## src/rtl/bus_router.sv

```systemverilog
// bus_router: routes one master bus cycle to one of 16 slave ports.
//
// The decoder's chipselect/fault are sampled when a request is seen in IDLE.
// A mapped request raises cyc/stb on the chosen slave until that slave acks.
// The cycle also ends if the master drops cyc_i or the watchdog expires.
// Decode faults and watchdog expiry are returned to the master as a one-cycle
// err_o pulse and are counted.
//
// Ports:
//   clk_i, rst_i        clock, asynchronous active-high reset
//   cyc_i, stb_i        master cycle / strobe
//   chipselect, fault   decoder outputs for the current address
//   ack_o, err_o        registered one-cycle completion / bus error
//   dat_o               registered read data, valid with ack_o, held afterwards
//   s_cyc_o, s_stb_o    per-slave cyc / stb (bit n = slave n)
//   s_ack_i, s_dat_i    per-slave ack and read data (slave n on [32n+31:32n])
//   timeout_o           one-cycle pulse when the watchdog fires
//   err_count_o         saturating count of faults plus timeouts
module bus_router #(
    parameter int unsigned TIMEOUT = 255
) (
    input  logic         clk_i,
    input  logic         rst_i,
    input  logic         cyc_i,
    input  logic         stb_i,
    input  logic [3:0]   chipselect,
    input  logic         fault,
    output logic         ack_o,
    output logic         err_o,
    output logic [31:0]  dat_o,
    output logic [15:0]  s_cyc_o,
    output logic [15:0]  s_stb_o,
    input  logic [15:0]  s_ack_i,
    input  logic [511:0] s_dat_i,
    output logic         timeout_o,
    output logic [7:0]   err_count_o
);

    typedef enum logic [1:0] {StIdle, StBusy, StDone, StErr} state_e;

    localparam logic [15:0] WdogLast = 16'(TIMEOUT - 1);

    state_e      state_q;
    logic [3:0]  cs_q;
    logic [15:0] wdog_q;
    logic        sel_ack;
    logic [31:0] sel_dat;

    assign sel_ack = s_ack_i[cs_q];
    assign sel_dat = s_dat_i[{cs_q, 5'd0} +: 32];

    // Strobes follow the master combinationally so an async reset or a
    // master abort removes them without waiting for a clock edge.
    always_comb begin
        s_cyc_o = '0;
        s_stb_o = '0;
        if (state_q == StBusy) begin
            s_cyc_o[cs_q] = cyc_i;
            s_stb_o[cs_q] = stb_i;
        end
    end

    always_ff @(posedge clk_i or posedge rst_i) begin
        if (rst_i) begin
            state_q     <= StIdle;
            cs_q        <= '0;
            wdog_q      <= '0;
            ack_o       <= 1'b0;
            err_o       <= 1'b0;
            timeout_o   <= 1'b0;
            dat_o       <= '0;
            err_count_o <= '0;
        end else begin
            ack_o     <= 1'b0;
            err_o     <= 1'b0;
            timeout_o <= 1'b0;
            case (state_q)
                StIdle: begin
                    if (cyc_i && stb_i) begin
                        // Slave 0 doubles as "unmapped", so it is never routed.
                        if (fault || chipselect == 4'd0) begin
                            state_q <= StErr;
                            err_o   <= 1'b1;
                            if (err_count_o != 8'hFF) err_count_o <= err_count_o + 8'd1;
                        end else begin
                            cs_q    <= chipselect;
                            wdog_q  <= '0;
                            state_q <= StBusy;
                        end
                    end
                end
                StBusy: begin
                    // Ack wins over abort, abort wins over timeout.
                    if (sel_ack) begin
                        dat_o   <= sel_dat;
                        ack_o   <= 1'b1;
                        state_q <= StDone;
                    end else if (!cyc_i) begin
                        state_q <= StIdle;
                    end else if (wdog_q == WdogLast) begin
                        state_q   <= StErr;
                        err_o     <= 1'b1;
                        timeout_o <= 1'b1;
                        if (err_count_o != 8'hFF) err_count_o <= err_count_o + 8'd1;
                    end else begin
                        wdog_q <= wdog_q + 16'd1;
                    end
                end
                StDone:  state_q <= StIdle;
                StErr:   state_q <= StIdle;
                default: state_q <= StIdle;
            endcase
        end
    end

endmodule
```

## config.mk

```make
export PLATFORM = sky130hd
export DESIGN_NAME = bus_router
export DESIGN_NICKNAME = d
export VERILOG_FILES = /design/src/rtl/bus_router.sv
export SDC_FILE = /design/constraint.sdc
export NUM_CORES = 1
export LEC_CHECK = 0
export CAP_MARGIN = 20
export CORE_AREA = 2 2 237 239
export CTS_CLUSTER_SIZE = 40
export DETAILED_ROUTE_END_ITERATION = 10
export DIE_AREA = 0 0 239 241
export PLACE_DENSITY_LB_ADDON = 0.08
export SLEW_MARGIN = 15
export SYNTH_ARGS = -nofsm -noshare
export SYNTH_HDL_FRONTEND = slang
export SYNTH_SLANG_ARGS = --single-unit
export TNS_END_PERCENT = 5
```

## constraint.sdc

```tcl
create_clock -name clk_i -period 3.35 [get_ports clk_i]
set_clock_uncertainty 0.15 [all_clocks]
set_input_delay 0.335 -clock clk_i [delete_from_list [all_inputs] [get_ports clk_i]]
set_output_delay 0.335 -clock clk_i [all_outputs]
set_load 0.02 [all_outputs]
```

==> out/qor.txt <==
Final period utilization = 0.890
Final count of hold timing violations = 0
Skew-Pair Late Insertion Delay = 0.35 ns
GR Overflow Total = 0
CP max FO = 10
Post-CTS setup buffer count = 0
Startpoint Class = flop
Number of enable flip-flop cells after synthesis = 0
Slew @ Worst Pin = 0.757 ns
Worst R2R End = dat_o[26]$_DFFE_PP0P_
Cell Area, Synth = 7570 sq um
Final instance area = 14900 sq um
DR top layer = met5
Site row count = 86
Initial Util = 0.138
Layout cells sized above 1 = 0.224
#FFs+latches synth = 65
CTS Sinks = 65
Post-route ant nets = 0
RR Startpoint = cs_q[0]$_DFFE_PP0P_
WP data required = 2.86 ns
Wire length per cell = 27.4 um
Detailed-route via count = 7929
Filler cells = 5717
Sequential fraction of the synthesis area = 0.215
Core area = 54900 sq um
Clock Pin Slew Worst Setup and Hold Paths = 0.07 ns
DPL Wire Length = 43.8 mm
Chip width = 239 um
CTS tree = yes
Clk root buf = clkbuf_16
DRT Wirelength = 51.0 mm
CTS max path bufs = 2
H-tree depth = 3
Clock share of power = 0.139
Vias in the first global route = 8833
Hold Crit Class = in -> async
Minimum clock period = 2.98 ns
Outcome = completed
Syn Nets = 1096
1st-iter DRT viols = 310
Vias per Instance = 4.27
DRC viols = 0
RSZ-0062 raised after global routing = false
Placed Instance Area = 14500 sq um
Crit path kind = reg -> out
Asr flop ratio synth = 1.00
Cts-stage hold buffer count = 0
Power Density = 529 nW/um^2
Post-Syn Area per Cell = 13.6 sq um
Drt first pass iters = 4
Ys flop type = dfrtp_1
Net load switching power = 3.07 mW
Nets@finish = 1676
Ports = 612
Port Buffers = 611
Pin count of the biggest net entering global routing = 72
Critical Path Sink Type = output pin
CP arrival = 2.50 ns
Post-CTS sizing = 0
Setup Viol. Count Final = 0
M1 WL = 18.1 mm
FF-to-FF setup slack = 0.55 ns
Comb pwr share = 0.690
Max_cap viols = 0
FMAX = 0.336 GHz
Max_slew headroom = 0.491
WL met3 = 3.61 mm
Area of the die = 57600 sq um
Syn-to-layout area delta = 96.6%
First-pass GRT wire length = 69.5 mm
Slew Viols, Final = 0
Total CTS buffers = 9
Switch share = 0.389
GRT Resource Usage Total = 0.173
Internal = 4.81 mW
Leak pwr = 5.13 nW
Syn Inst Count = 556
Setup tns final = 0 ns
Initial antenna violation count = 25
Synth Warn # = 0
DIE HEIGHT = 241 um
Seq pwr share = 0.171
Routability cong. = 0.834
WL met2 = 28.4 mm
Library cells used by synthesis = 56
R2r worst-path depth = 4
Worst vdd rail ir drop = 0.000245 V
## worst max-delay path by stage
stage,startpoint,slack [ns],end,depth (start not counted)
6_report,state_q[1]$_DFFE_PP0P_,0.37,s_stb_o[7],4
5_1_grt,cs_q[0]$_DFFE_PP0P_,0.18,s_cyc_o[9],5
3_3_place_gp,chipselect[3],0.25,err_count_o[1]$_DFFE_PP0P_,6
3_5_place_dp,chipselect[3],0.29,err_count_o[1]$_DFFE_PP0P_,6
2_1_floorplan,cs_q[1]$_DFFE_PP0P_,0.79,dat_o[21]$_DFFE_PP0P_,7
4_1_cts,cs_q[0]$_DFFE_PP0P_,0.30,s_cyc_o[9],5
## registers in the layout, summed over array words and instances (netlist names)
| signal | cells |
|---|---|
| err_o | 1 |
| err_count_o | 8 |
| wdog_q | 16 |
| ack_o | 1 |
| state_q | 2 |
| dat_o | 32 |
| timeout_o | 1 |
| cs_q | 4 |
## stage by stage
stage / total power [mW] / hold slack (ns) / std cells / util / setup WS, ns
CTS: 8.10 / 0.261 / 1845 / 0.271 / 0.301
floorplan: 4.65 / 0.290 / 556 / - / 0.793
finish: 7.88 / 0.239 / 1858 / 0.271 / 0.370
detailed placement: 6.94 / 0.344 / 1829 / 0.265 / 0.292
global route: 8.37 / 0.301 / 1848 / 0.271 / 0.176
global placement: 6.96 / 0.345 / 1829 / 0.265 / 0.251
## cells in the final DEF (no fill, tap or decap), drive strengths merged, types with 4 or more instances in the layout
cell type,instances
nand3,24
clkinv,5
o211ai,6
inv,5
nor2,38
nor2b,5
or4,12
and2,5
clkdlybuf4s50,611
dfrtp,65
nor4,4
nand2,28
a21oi,14
nand4,8
mux4,162
a211oi,8
o31ai,14
diode,13
a2111oi,5
nand2b,5
buf,19
mux2,32
clkbuf,10
mux2i,9
o21ai,5
## cell usage after synthesis (all sizes together) (2+ instances only)
library cell	count	share of area
o21ai	5	0.0033
inv	6	0.0030
nand2	28	0.014
a2111oi	5	0.0058
nand2b	5	0.0041
nor3	2	0.0013
and2	5	0.0041
o31ai	14	0.019
a211oi	8	0.0079
o311ai	3	0.0035
nor4	4	0.0033
a21oi	14	0.013
mux4	162	0.48
nand4b	3	0.0035
xnor2	2	0.0023
dfrtp	65	0.21
o21a	2	0.0020
or4b	2	0.0026
or4	12	0.012
mux2	32	0.062
clkbuf	34	0.017
nor2	38	0.019
mux2i	9	0.014
nor2b	5	0.0041
buf	27	0.023
and4	3	0.0035
and3	3	0.0025
ha	3	0.0050
nand3	24	0.016
nor4b	2	0.0031
o211ai	6	0.0059
nand4	8	0.0066
or3	3	0.0025
## power groups by stage
| stage | registers (mW) | logic (mW) | clock network [mW] |
|---|---|---|---|
| after floorplan | 1.42 | 3.24 | 0 |
| after global placement | 1.37 | 5.59 | 0 |
| after CTS | 1.37 | 5.59 | 1.15 |
| after global routing | 1.40 | 5.80 | 1.17 |
| final | 1.35 | 5.44 | 1.09 |
| after detailed placement | 1.37 | 5.58 | 0 |
## layout make-up
class | instances | area (sq um) | area share
repair buffers | 630 | 6360 | 0.427
multi-input cells | 424 | 5630 | 0.378
flip-flops and latches | 65 | 1640 | 0.110
well taps | 704 | 881 | 0.0591
clock buffers | 10 | 239 | 0.0160
clock inverters | 6 | 91.3 | 0.00613
diodes | 13 | 32.5 | 0.00218
inverters | 6 | 23.8 | 0.00160
## cells by family after synthesis
group                    share of synthesized area
flip-flops                                   0.215
AO/OA/AOI/OAI                               0.0728
adder cells (fa/ha/maj)                    0.00496
XOR/XNOR                                   0.00231
multiplexers                                 0.557
buffers and inverters                       0.0429
AND/OR/NAND/NOR                              0.105
## critical path, cell delays in order, from the launching register on
cell and delay, ns:
dfrtp_1 0.42, nor2b_1 0.56, nand4_1 0.35, nor2_1 0.19, clkdlybuf4s50_1 0.62
## layer usage
| metal | vias up | track usage |
|---|---|---|
| met4 | 14 | 0.0254 |
| met5 | - | 0 |
| met1 | 3986 | 0.188 |
| met2 | 322 | 0.334 |
| li1 | 3558 | - |
| met3 | 49 | 0.0500 |
Power figures use the tool's default switching activity.
